===== src/rtl/operand_stack.sv =====
`default_nettype none
// ============================================================================
// Module   : operand_stack
// Brief    : LIFO operand stack for the multicycle stack CPU. Takes the
//            controller's push/pop/tos/MtoS strobes and pushes memory read
//            data or the ALU result. The top-of-stack word is registered, so
//            the datapath A/B registers load it one state later.
// Ports    : clk       - clock, rising edge
//            rst       - reset, asynchronous, active-high
//            push      - write selected data at sp, sp <= sp+1
//            pop       - read entry sp-1 into top_out, sp <= sp-1
//            tos       - read entry sp-1 into top_out, sp unchanged
//            MtoS      - push data select: 1 = mem_data, 0 = alu_res
//            mem_data  - memory read data
//            alu_res   - ALU result
//            top_out   - registered word read by the last pop/tos
//            sp        - entry count, 0..DEPTH
//            empty     - sp == 0
//            full      - sp == DEPTH
//            overflow  - sticky: push attempted while full
//            underflow - sticky: pop/tos attempted while empty
// Config   : STACK_ERR_CHECK_EN - when defined, overflow/underflow are
//            sticky error flags; otherwise both are tied to 0.
// Revision : 1.0 - initial release
// ============================================================================
module operand_stack #(
    parameter int WIDTH = 8,
    parameter int DEPTH = 16
) (
    input  logic                    clk,
    input  logic                    rst,
    input  logic                    push,
    input  logic                    pop,
    input  logic                    tos,
    input  logic                    MtoS,
    input  logic [WIDTH-1:0]        mem_data,
    input  logic [WIDTH-1:0]        alu_res,
    output logic [WIDTH-1:0]        top_out,
    output logic [$clog2(DEPTH):0]  sp,
    output logic                    empty,
    output logic                    full,
    output logic                    overflow,
    output logic                    underflow
);

    localparam int              c_AW    = $clog2(DEPTH);
    localparam logic [c_AW:0]   c_ONE   = (c_AW+1)'(1);
    localparam logic [c_AW:0]   c_DEPTH = (c_AW+1)'(DEPTH);

    // Storage has no reset: an entry is only ever read below sp, and every
    // entry below sp has been written since the last reset.
    logic [WIDTH-1:0]   r_mem [DEPTH];
    logic [WIDTH-1:0]   r_top;
    logic [c_AW:0]      r_sp;

    logic [WIDTH-1:0]   w_din;
    logic               w_empty;
    logic               w_full;
    logic [c_AW:0]      w_sp_m1;
    logic [c_AW-1:0]    w_rd_idx;
    logic [c_AW-1:0]    w_wr_idx;
    logic               w_replace;
    logic               w_push;
    logic               w_pop;
    logic               w_peek;
    logic               w_load_top;

    assign w_din    = MtoS ? mem_data : alu_res;
    assign w_empty  = (r_sp == '0);
    assign w_full   = (r_sp == c_DEPTH);

    // sp-1 is only used when the stack is non-empty, so it lies in
    // 0..DEPTH-1 and the truncation to an address is exact.
    assign w_sp_m1  = r_sp - c_ONE;
    assign w_rd_idx = w_sp_m1[c_AW-1:0];
    assign w_wr_idx = r_sp[c_AW-1:0];

    // Operation decode. push&pop on a non-empty stack replaces the top;
    // on an empty stack it degrades to a plain push (never full when empty).
    // tos only counts when neither push nor pop is asserted.
    assign w_replace  = push & pop & ~w_empty;
    assign w_push     = push & ~w_replace & ~w_full;
    assign w_pop      = pop & ~push & ~w_empty;
    assign w_peek     = tos & ~push & ~pop & ~w_empty;
    assign w_load_top = w_replace | w_pop | w_peek;

    always_ff @(posedge clk or posedge rst) begin
        if (rst) begin
            r_sp  <= '0;
            r_top <= '0;
        end else begin
            if (w_push) begin
                r_sp <= r_sp + c_ONE;
            end else if (w_pop) begin
                r_sp <= w_sp_m1;
            end
            // Reads the old top before a replace overwrites it.
            if (w_load_top) begin
                r_top <= r_mem[w_rd_idx];
            end
        end
    end

    always_ff @(posedge clk) begin
        if (w_replace) begin
            r_mem[w_rd_idx] <= w_din;
        end else if (w_push) begin
            r_mem[w_wr_idx] <= w_din;
        end
    end

`ifdef STACK_ERR_CHECK_EN
    logic w_ovf_evt;
    logic w_unf_evt;
    logic r_overflow;
    logic r_underflow;

    // A push&pop on an empty stack is a legal push, so it is not an underflow.
    assign w_ovf_evt = push & ~pop & w_full;
    assign w_unf_evt = ~push & (pop | tos) & w_empty;

    always_ff @(posedge clk or posedge rst) begin
        if (rst) begin
            r_overflow  <= 1'b0;
            r_underflow <= 1'b0;
        end else begin
            if (w_ovf_evt) begin
                r_overflow <= 1'b1;
            end
            if (w_unf_evt) begin
                r_underflow <= 1'b1;
            end
        end
    end

    assign overflow  = r_overflow;
    assign underflow = r_underflow;
`else
    assign overflow  = 1'b0;
    assign underflow = 1'b0;
`endif

    assign top_out = r_top;
    assign sp      = r_sp;
    assign empty   = w_empty;
    assign full    = w_full;

endmodule
`default_nettype wire


===== config.mk =====
export PLATFORM = sky130hd
export DESIGN_NAME = operand_stack
export DESIGN_NICKNAME = d
export VERILOG_FILES = /design/src/rtl/operand_stack.sv
export SDC_FILE = /design/constraint.sdc
export NUM_CORES = 1
export LEC_CHECK = 0
export CAP_MARGIN = 15
export CELL_PAD_IN_SITES_DETAIL_PLACEMENT = 1
export CELL_PAD_IN_SITES_GLOBAL_PLACEMENT = 1
export CORE_ASPECT_RATIO = 0.7
export CORE_UTILIZATION = 49
export CTS_BUF_LIST = sky130_fd_sc_hd__clkbuf_2
export CTS_CLUSTER_SIZE = 25
export DETAILED_ROUTE_END_ITERATION = 7
export PLACE_DENSITY = 0.85
export SLEW_MARGIN = 5
export SYNTH_ARGS = -nofsm -noshare
export SYNTH_HDL_FRONTEND = slang
export SYNTH_SLANG_ARGS = --single-unit

===== constraint.sdc =====
create_clock -name clk -period 9.22 [get_ports clk]
set_input_delay 0.922 -clock clk [delete_from_list [all_inputs] [get_ports clk]]
set_output_delay 0.922 -clock clk [all_outputs]
set_load 0.02 [all_outputs]

=== Word-level counts from Yosys, hierarchy flattened ===
Memories as Yosys holds them, arrays and structs flattened. A register that Yosys moved wholly into a read port is not among the register bits.
Index checks and enable logic that the tools add are counted.

* Bits in registers: 5
* Bits in latches: 0
* Memory bits (writable): 128
* ROM bits: 0
* Input port bits: 22
* Logic and storage cells: 35
* Memories kept: 1

* Add/sub/neg operators: 2
* Multipliers: 0
* Div/mod/pow operators: 0
* Magnitude comparators: 0
* Equal/unequal tests: 1
* Shift operators: 0
* Mux-type cells: 11
* Bitwise gates (word level): 16
* Reductions and logical operators: 3

{| class="wikitable"
|+ Memories
! memory !! depth !! bits a word !! rd ports !! clocked after memory_dff !! wr ports !! RTL line !! text
|-
| r_mem || 16 || 8 || 1 || 1 || 1 || 52 || <nowiki>logic [WIDTH-1:0] r_mem [DEPTH];</nowiki>
|}

{| class="wikitable"
|+ Operators with widths
! operator !! number
|-
| 8-bit 2-to-1 mux || 2
|-
| 5-bit 2-to-1 mux || 2
|-
| 1-bit bitwise AND || 9
|-
| 8-bit OR reduction || 1
|-
| 1-bit 2-to-1 mux || 6
|-
| 5-bit by 1-bit adder with 5-bit output (second input constant) || 1
|-
| 5-bit equality test (second input constant) || 1
|-
| 5-bit zero test || 1
|-
| 1-bit NOT || 5
|-
| 5-bit by 1-bit subtractor with 5-bit output (second input constant) || 1
|-
| 4-bit 2-to-1 mux || 1
|-
| 1-bit OR || 2
|-
| 2-bit nonzero test || 1
|}

=== Logic depth before layout (Yosys ltp) ===
* Depth after elaboration: 11
* Gate-level depth with buffers: 10
* Mapped depth without buffers: 7

=== Least setup slack after synthesis ===
Ideal clock, no wire load.

* Path type: register -> register
* Start point: reg r_sp[0] (netlist: sp[0])
* End point: mem r_mem[4][0] (enable)
* Arrival time: 3.096 ns
* Setup slack: 5.737 ns
* Stages on the path, launching flop included: 11
* Clock period less this slack: 3.483 ns
* Cell sequence: dfrtp_1 clkbuf_1 clkbuf_1 inv_1 ha_1 nand4bb_1 inv_1 a211oi_4 buf_6 o211ai_2 a211oi_1

{| class="wikitable"
|+ RTL lines
! item !! RTL line !! text
|-
| from (decl) || 54 || <nowiki>logic [c_AW:0] r_sp;</nowiki>
|-
| from (signal assigned) || 93 || <nowiki>r_sp <= r_sp + c_ONE;</nowiki>
|-
| from (signal assigned) || 95 || <nowiki>r_sp <= w_sp_m1;</nowiki>
|-
| 5-bit equality test * || 70 || <nowiki>assign w_full = (r_sp == c_DEPTH);</nowiki>
|-
| named net full || 41 || <nowiki>output logic full,</nowiki>
|-
| 1-bit NOT * || 82 || <nowiki>assign w_push = push & ~w_replace & ~w_full;</nowiki>
|-
| 1-bit bitwise AND * || 82 ||
|-
| 1-bit 2-to-1 mux * || 107 || <nowiki>end else if (w_push) begin</nowiki>
|-
| 1-bit 2-to-1 mux * || 105 || <nowiki>if (w_replace) begin</nowiki>
|-
| 1-bit 2-to-1 mux (not written as such) * || 108 || <nowiki>r_mem[w_wr_idx] <= w_din;</nowiki>
|-
| 8-bit OR reduction (no line) || - ||
|-
| 4-bit 2-to-1 mux (no line) or 1-bit 2-to-1 mux (tied branches) || - ||
|-
| to (decl) || 52 ||
|}

Mark *: on every way through the listed nets, which the timed path passes. The rest lies on a longest branch.

=== Worst setup path in the final report ===
* Start point: reg r_sp[0] (netlist: sp[0])
* End point: mem r_mem[2][5] (enable)

* Longest elaborated chain between the ends: 11

{| class="wikitable"
|+ RTL lines
! item !! RTL line !! text
|-
| 5-bit zero test || 69 || <nowiki>assign w_empty = (r_sp == '0);</nowiki>
|-
| 1-bit NOT || 81 || <nowiki>assign w_replace = push & pop & ~w_empty;</nowiki>
|-
| 1-bit bitwise AND || 81 ||
|-
| 1-bit NOT || 82 ||
|-
| 1-bit bitwise AND (2 in a row) || 82 ||
|-
| 1-bit 2-to-1 mux || 107 ||
|-
| 1-bit 2-to-1 mux || 105 ||
|-
| 1-bit 2-to-1 mux (not written as such) || 108 ||
|-
| 8-bit OR reduction (no line) || - ||
|-
| 4-bit 2-to-1 mux (no line) or 1-bit 2-to-1 mux (tied branches) || - ||
|}

Parallel ways exist; a longest one is shown, timed or not.

==> results.yml <==
outcome:
  status: "completed"
synth:
  ys_seq_area_share_pct: 69.9
  synth_area_um2: 5960
  yosysWarnings: 0
  synth-seq-cells: 141
  synthCells: 314
  ys_types: 44
  avgSynthCellArea_um2: 19.0
drt:
  viasPerCell: 6.02
  drc: 0
  ant_nets: 0
  dr.pass1.iters: 7
  routedWlPerCell_um: 25.5
  dr.first_iter.drc_count: 273
  vias: 3204
  wl_mm: 13.6
clocking:
  cts_hold_buf: 0
  cts_made_buffers: 17
  cts_root_buf: "clkbuf_2"
  htree_levels: 4
  post_cts_buffers: 0
  cts.path.max_buffers: 2
  clock-sinks: 141
  ctsResizeCount: 0
  clk_latency_ns: 0.66
  path_clk_slew_ns: 0.21
  cts_tree: "done"
placed_design:
  pre_cts_ws_ns: 4.82
  detailed_place_hpwl_mm: 9.08
  gp_congestion: 0.826
  io_buffer_count: 36
setup_path:
  crit_path_start_kind: "flop"
  crit_chain: "buf_4, inv_1, ha_1, nand4bb_1, inv_1, a211oi_4, mux2i_1, nor3_1"
  cp-end-kind: "flop"
  cpPeakStageDelay_ns: 0.94
  worstReg2RegEnd: "r_mem[2][5]"
  arrival_ns: 4.45
  worstReg2RegStart: "sp[0]"
  slowest_stage: "nor3_1"
  required_ns: 9.50
  cp_max_fo: 45
  r2r_slack_ns: 5.06
  path_common_cell: "inv_1"
  reg2regPathDepth: 8
  critical_path_class: "flop to flop"
timing:
  hold_violations: 0
  skew_ns: 0.0298
  setup-violations-final: 0
  period_needed_ns: 4.16
  max_freq_ghz: 0.240
  rsz0062_at_grt: "false"
  fin_ws_ns: 5.06
  period_share_pct: 45.2
  worst_pin_slew_ns: 1.09
  slew_viol_final: 0
  slew_headroom_pct: 26.9
  setup-tns-final_ns: 0
finish:
  multi_input_area_um2: 1680
  regArea_um2: 4170
  fillerInstances: 1051
  drive_above_1_share_pct: 25.3
  final_net_count: 387
  antenna_cells: 0
  syn2layout_area_growth_pct: 14.0
power:
  p_per_area_nw_per_um2: 326
  leakagePower_nw: 2.23
  ir_drop_mv: 0.168
floorplan:
  dieArea_um2: 12600
  die_h_um: 94.3
  core_area_um2: 11800
  die_width_um: 134
  num_rows: 33
  num_io_pins: 39
  initial_utilization_pct: 50.7
run:
  maxCapViolCount: 0
global_routing:
  antenna_found_initial: 0
  grt.overflow.total: 0
  track_usage_pct: 23.6
  grt_pass1_vias: 3381
  grt_pass1_wl_mm: 20.8
  grt_max_degree: 46
min_path:
  min_to: "top_out[0]"
  min_from: "top_out[0]"
  min_path_type: "flop to flop"
  whs_path_depth: 2
-- power breakdown --
part	switching, W	total [W]	internal [W]
clock network	0.000222	0.000401	0.000179
logic	0.000523	0.000930	0.000407
registers	0.0000680	0.000882	0.000814
-- kinds of logic (layout without fill, tap and decap cells) --
family / after synthesis / count (layout) / synth area share [%]
AO/OA/AOI/OAI: 35 / 35 / 5.35
other: 1 / 2 / 0.0629
XOR/XNOR: 5 / 5 / 0.734
buffers and inverters: 28 / 88 / 2.39
multiplexers: 62 / 62 / 17.3
flip-flops: 141 / 141 / 69.9
adder cells (fa/ha/maj): 3 / 3 / 0.630
AND/OR/NAND/NOR: 39 / 39 / 3.59
-- cell usage in the layout, fill, tap and decap left out, drive strengths merged, types with 6 or more instances in the layout --
| cell | n |
|---|---|
| a211oi | 13 |
| buf | 10 |
| clkbuf | 20 |
| clkdlybuf4s50 | 36 |
| dfrtp | 13 |
| edfxtp | 128 |
| inv | 10 |
| mux2 | 9 |
| mux2i | 21 |
| mux4 | 32 |
| nand2 | 8 |
| nor2 | 9 |
| nor3 | 6 |
| o221ai | 8 |
-- state kept, by name, summed over array words and instances (netlist names) --
name,count
sp,5
r_mem,128
top_out,8
-- how the worst max path moves through the flow --
| stage | start | to | cells past startpoint |
|---|---|---|---|
| final | sp[0] | r_mem[2][5] | 8 |
| after global routing | sp[0] | r_mem[2][7] | 8 |
| after CTS | sp[0] | r_mem[13][5] | 8 |
| after detailed placement | sp[0] | r_mem[14][3] | 8 |
| after global placement | sp[0] | r_mem[13][4] | 8 |
| after floorplan | sp[0] | r_mem[4][0] | 10 |
-- final cells by class --
class,count,share of cell area (%)
timing repair buffer,48,6.51
inverter,8,0.442
multi-input combinational,146,24.7
clock inverter,14,2.83
clock buffer,18,1.32
tap,157,2.89
sequential,141,61.3
-- cells in the mapped netlist --
cell,number,share of area (%)
a211oi_1,11,1.4
a211oi_2,1,0.21
a211oi_4,1,0.34
a21oi_1,1,0.084
a22oi_1,1,0.13
a32oi_1,1,0.15
and2_1,1,0.10
and3_1,2,0.21
buf_2,3,0.25
buf_4,3,0.38
buf_6,3,0.57
clkbuf_1,11,0.69
conb_1,1,0.063
dfrtp_1,13,5.5
edfxtp_1,128,64
ha_1,3,0.63
inv_1,8,0.50
mux2_2,9,1.7
mux2i_1,21,3.5
mux4_2,32,12
nand2_1,8,0.50
nand2b_1,1,0.10
nand4bb_1,1,0.19
nor2_1,9,0.57
nor2b_1,2,0.21
nor3_1,6,0.50
nor4_1,2,0.21
nor4b_1,1,0.15
o2111ai_1,3,0.44
o211a_1,1,0.17
o211ai_2,1,0.21
o211ai_4,1,0.36
o21ai_0,1,0.084
o21ai_1,1,0.084
o221ai_1,8,1.2
o22ai_2,1,0.21
o31a_1,1,0.15
o41a_1,1,0.19
or2_2,1,0.10
or3b_4,1,0.19
or4_1,3,0.38
or4b_1,1,0.17
xnor2_1,4,0.59
xor2_1,1,0.15
-- routing by layer --
| metal | GRT usage [%] | routed length (µm) |
|---|---|---|
| met1 | 33.0 | 5840 |
| met5 | 0 | 0 |
| met4 | 6.34 | 206 |
| met2 | 37.7 | 6530 |
| met3 | 5.34 | 988 |
-- worst max-delay path: cells and delay by family, from the launching register on --
family / cells / cell delay (ns)
buffers and inverters: 3 / 0.92
and+or+nand+nor: 2 / 1.10
adders and majority gates: 1 / 0.31
DFF: 1 / 0.40
AOI/OAI and AO/OA: 1 / 0.67
muxes: 1 / 0.35
-- through the flow --
| stage | utilization (%) | std cells | power (W) | hold slack [ns] | area (µm²) |
|---|---|---|---|---|---|
| detailed placement | 55.1 | 496 | 0.00183 | 0.494 | 6480 |
| CTS | 57.5 | 528 | 0.00222 | 0.541 | 6760 |
| finish | 57.8 | 532 | 0.00221 | 0.524 | 6800 |
| floorplan | - | 315 | 0.00153 | 0.600 | 5970 |
| global route | 57.8 | 532 | 0.00232 | 0.580 | 6800 |
| global placement | 55.1 | 496 | 0.00179 | 0.490 | 6480 |
No activity file was read; power rests on OpenSTA's default activity.
